## config.mk

```make
export PLATFORM = sky130hd
export DESIGN_NAME = booth_mul_seq
export DESIGN_NICKNAME = d
export VERILOG_FILES = /design/src/rtl/booth_mul_seq.sv
export SDC_FILE = /design/constraint.sdc
export NUM_CORES = 1
export LEC_CHECK = 0
export ABC_CLOCK_PERIOD_IN_PS = 9100
export CAP_MARGIN = 20
export CORE_ASPECT_RATIO = 0.5
export CORE_MARGIN = 2
export CORE_UTILIZATION = 25
export CTS_CLUSTER_SIZE = 25
export DETAILED_ROUTE_END_ITERATION = 12
export PLACE_DENSITY_LB_ADDON = 0.25
export SYNTH_ARGS = -nofsm -noshare
export SYNTH_HDL_FRONTEND = slang
export SYNTH_SLANG_ARGS = --single-unit
```

## constraint.sdc

```tcl
create_clock -name clk -period 9.1 [get_ports clk]
set_clock_uncertainty 0.2 [all_clocks]
set_input_delay 0.91 -clock clk [delete_from_list [all_inputs] [get_ports clk]]
set_output_delay 0.91 -clock clk [all_outputs]
set_load 0.005 [all_outputs]
```

## src/rtl/booth_mul_seq.sv

```systemverilog
// Sequential radix-4 Booth multiplier, one digit per clock, valid/ready on both sides.
// Optional accumulate mode (port in_acc) is enabled by defining BOOTH_MUL_ACC_EN.
module booth_mul_seq #(
  parameter int W  = 16,
  parameter int CW = $clog2(W/2+2)
) (
  input  logic           clk,
  input  logic           rst_n,
  input  logic           in_valid,
  output logic           in_ready,
  input  logic [W-1:0]   in_x,
  input  logic [W-1:0]   in_y,
  input  logic           in_signed,
`ifdef BOOTH_MUL_ACC_EN
  input  logic           in_acc,
`endif
  output logic           out_valid,
  input  logic           out_ready,
  output logic [2*W-1:0] out_p
);

  localparam int XW = W + 2;
  localparam int AW = 2*W + 2;
  localparam logic [CW-1:0] FIN = CW'(W/2 + 1);

  typedef enum logic [1:0] {IDLE, BUSY, DONE} state_t;

  state_t         state;
  logic [CW-1:0]  cnt;
  logic [AW-1:0]  x_sh;
  logic [XW-1:0]  y_sh;
  logic           y_prev;
  logic [AW-1:0]  acc;

  logic [2:0]     bits;
  logic           neg, dbl, zero;
  logic [AW-1:0]  mult, pp, acc_nxt;
  logic [AW-1:0]  x_ext, acc_base;
  logic [XW-1:0]  y_ext;
  logic           x_sx, y_sx, do_acc;

  // Multiplicand shifts left and multiplier right, so the current digit
  // always sits in y_sh[1:0] with y_prev as the overlap bit.
  always_comb begin
    bits = {y_sh[1], y_sh[0], y_prev};
    neg  = 1'b0;
    dbl  = 1'b0;
    zero = 1'b0;
    case (bits)
      3'b000, 3'b111: zero = 1'b1;
      3'b001, 3'b010: ;
      3'b011:         dbl  = 1'b1;
      3'b100:         begin neg = 1'b1; dbl = 1'b1; end
      default:        neg  = 1'b1;
    endcase
    mult    = dbl ? (x_sh << 1) : x_sh;
    pp      = zero ? '0 : (neg ? ~mult : mult);
    acc_nxt = acc + pp + AW'(neg & ~zero);
  end

  always_comb begin
    x_sx  = in_signed & in_x[W-1];
    y_sx  = in_signed & in_y[W-1];
    x_ext = {{(AW-W){x_sx}}, in_x};
    y_ext = {{(XW-W){y_sx}}, in_y};
`ifdef BOOTH_MUL_ACC_EN
    do_acc = in_acc;
`else
    do_acc = 1'b0;
`endif
    acc_base = do_acc ? {{2{in_signed & out_p[2*W-1]}}, out_p} : '0;
  end

  always_ff @(posedge clk or negedge rst_n) begin
    if (!rst_n) begin
      state     <= IDLE;
      in_ready  <= 1'b1;
      out_valid <= 1'b0;
      out_p     <= '0;
      cnt       <= '0;
      x_sh      <= '0;
      y_sh      <= '0;
      y_prev    <= 1'b0;
      acc       <= '0;
    end else begin
      case (state)
        IDLE: begin
          in_ready  <= 1'b1;
          out_valid <= 1'b0;
          if (in_valid) begin
            x_sh     <= x_ext;
            y_sh     <= y_ext;
            y_prev   <= 1'b0;
            acc      <= acc_base;
            cnt      <= '0;
            in_ready <= 1'b0;
            state    <= BUSY;
          end
        end
        BUSY: begin
          if (cnt == FIN) begin
            out_p     <= acc[2*W-1:0];
            out_valid <= 1'b1;
            state     <= DONE;
          end else begin
            acc    <= acc_nxt;
            x_sh   <= x_sh << 2;
            y_sh   <= y_sh >> 2;
            y_prev <= y_sh[1];
            cnt    <= cnt + 1'b1;
          end
        end
        DONE: begin
          if (out_ready) begin
            out_valid <= 1'b0;
            in_ready  <= 1'b1;
            state     <= IDLE;
          end
        end
        default: state <= IDLE;
      endcase
    end
  end

endmodule

```

==> results.sh <==
export IMPL_hold_viol_final=0
export IMPL_die_h_um=126
export IMPL_clk_root_buffer_cell="clkbuf_16"
export IMPL_grt_pass1_vias=6142
export IMPL_numPortBuffers=70
export IMPL_ctsLongestPathBuffers=2
export IMPL_synth_distinct_cells=58
export IMPL_avgSynthCellArea_um2=9.28
export IMPL_cts_sinks=122
export IMPL_rows=44
export IMPL_synth_seq_area_share=0.411
export IMPL_grt_remaining_overflow=0
export IMPL_multi_input_area_mm2=0.00417
export IMPL_place_congestion=0.868
export IMPL_cts_resized_gates=0
export IMPL_nFillCells=2953
export IMPL_num_io_pins=71
export IMPL_synth_top_area_frac=0.408
export IMPL_grt_first_pass_wirelength_um=33500
export IMPL_yosysTopAreaCell="dfrtp_1"
export IMPL_synth_ff_type="dfrtp_1"
export IMPL_cts_hold_buffers=0
export IMPL_via_count=6137
export IMPL_path_clk_slew_ps=60
export IMPL_syn_cell_area_mm2=0.00743
export IMPL_synth_fp_nets=872
export IMPL_totalWireLength_um=20200
export IMPL_critical_path_cell_chain="nand2_1 > o21ai_0 > fa_1 > a211oi_1 > o21ai_0 > and3b_1 > o32ai_1 > o311ai_1 > o21ai_0 > a21o_1 > a32o_1"
export IMPL_start_kind="flop"
export IMPL_firstDrtPassIters=4
export IMPL_slowest_stage="dfrtp_2"
export IMPL_ant_nets=0
export IMPL_grt_max_degree=78
export IMPL_max_stage_delay_ps=1020
export IMPL_die_area_mm2=0.0312
export IMPL_required_ps=9230
export IMPL_synthArstFlopShare=1.00
export IMPL_end_kind="flop"
export IMPL_yosysMostFrequentCell="dfrtp_1"
export IMPL_synth_common_cells="121 x dfrtp_1, 108 x o21ai_0, 93 x nand2_1"
export IMPL_avgViaCountPerCell=4.89
export IMPL_drive_gt1_frac=0.104
export IMPL_crit_fanout=39
export IMPL_cts_inserted_buffers=17
export IMPL_path_class="flop to flop"
export IMPL_drt_iter0_drc=383
export IMPL_die_x_um=248
export IMPL_finalCritPeriodShare=0.572
export IMPL_start_util=0.255
export IMPL_clock_latency_ps=440
export IMPL_layout_nets=923
export IMPL_core_area_mm2=0.0291
export IMPL_worst_slew_pin_slew_ps=998
export IMPL_synth_edf_count=0
export IMPL_antenna_found_initial=0
export IMPL_worst_path_most_repeated_cell="o21ai_0"
export IMPL_yosysWarnings=0
export IMPL_diodes=0
export IMPL_wire_per_inst_um=16.1
export IMPL_postCtsSetupRepairBufs=0
export IMPL_relSlewSlack=0.335
export IMPL_synthCells=801
export IMPL_arrival_ps=5330
export IMPL_regArea_mm2=0.00306
export IMPL_h_tree_depth=4
export IMPL_setup_viol=0
export IMPL_fmax_ghz=0.192
export IMPL_synthTopCellsByArea="dfrtp_1 41%, o21ai_0 7.3%, ha_1 5.4%, xor2_1 5.2%, mux2_2 5.0%"
export IMPL_grt_usage=0.136
export IMPL_synth_seq_cells=122
export IMPL_slew_viol_final=0
export IMPL_drv_cap=0
export IMPL_area_growth_pct=23.4
export IMPL_hold_path_class="flop to flop"
export IMPL_tns_ps=0
export IMPL_rsz0062_at_grt="no"
export IMPL_cts_tree="yes"
export IMPL_finalCriticalPeriod_ps=5210
export IMPL_dp_hpwl_um=14200
export IMPL_status="complete, no violations"
export IMPL_drc=0
==> registers in the layout (all words and copies together) (netlist names) <==
| signal | flops |
|---|---|
| y_prev | 1 |
| acc | 32 |
| cnt | 4 |
| x_sh | 32 |
| in_ready | 1 |
| out_valid | 1 |
| state | 2 |
| out_p | 32 |
| y_sh | 17 |
==> critical path, delay by kind of cell (launching register included) <==
family / cells / cell delay [ps]
AO/OA/AOI/OAI: 8 / 2460
adder cells (fa/ha/maj): 1 / 320
flip-flops: 1 / 1020
AND/OR/NAND/NOR: 2 / 1060
==> cell usage in the layout, fill, tap and decap left out, drive strengths merged, types with 4 or more instances in the layout <==
cell type | netlist | routed
a31oi | 5 | 5
clkinv | 0 | 4
buf | 11 | 9
nand3 | 64 | 64
clkbuf | 35 | 18
o21ai | 109 | 109
mux2 | 33 | 33
a21o | 11 | 11
and3 | 4 | 4
a22oi | 30 | 30
dfrtp | 121 | 121
clkdlybuf4s50 | 0 | 69
inv | 16 | 22
nor2 | 33 | 33
nand2 | 93 | 93
a21oi | 26 | 26
o31ai | 5 | 5
nor3 | 5 | 5
nand2b | 7 | 7
xor2 | 44 | 44
xnor2 | 14 | 14
ha | 32 | 32
o21bai | 6 | 6
mux2i | 32 | 32
or3 | 4 | 4
nor2b | 4 | 4
a211oi | 10 | 10
==> metrics by stage <==
stage          hold WS, ps  area, um^2  worst slack, ps  instances  utilization
2_1_floorplan          250        7430             5130        801            -
3_3_place_gp           262        8510             4010       1222        0.292
3_5_place_dp           270        8540             3900       1223        0.293
4_1_cts                285        9140             3900       1255        0.314
5_1_grt                313        9170             3460       1256        0.315
6_report               280        9170             3890       1256        0.315
==> routing by layer <==
layer / routed length, um / vias to the layer above / track usage
li1: - / 3012 / -
met1: 10200 / 2981 / 0.192
met2: 8870 / 121 / 0.208
met3: 899 / 23 / 0.0292
met4: 295 / 0 / 0.0416
met5: 0 / - / 0
==> layout make-up <==
class                           count  share of cell area
Timing Repair Buffer               78              0.0871
Multi-Input combinational cell    617               0.454
Tap cell                          391              0.0534
Clock inverter                     14              0.0173
Sequential cell                   122               0.333
Inverter                           16             0.00655
Clock buffer                       18              0.0479
==> worst paths after layout <==
path	depth (start not counted)	from	slack, ps	end
max	11	y_sh[1]	3890	acc[26]
min	2	y_sh[8]	280	y_sh[8]
max reg2reg	11	y_sh[1]	3890	acc[26]
min reg2reg	2	y_sh[8]	280	y_sh[8]
max in group asynchronous	2	rst_n	6990	y_sh[1]
min in group asynchronous	1	rst_n	350	out_p[3]
==> kinds of logic after synthesis <==
group / Yosys count / synth area share
xor+xnor: 58 / 0.0684
flops: 122 / 0.411
mux: 65 / 0.0931
fa+ha+maj: 34 / 0.0593
simple gates: 230 / 0.141
compound gates: 230 / 0.194
buf+inv: 62 / 0.0323
Power is not shown: default switching activity piles up to over one toggle a cycle in this logic, so the estimate is an artifact.
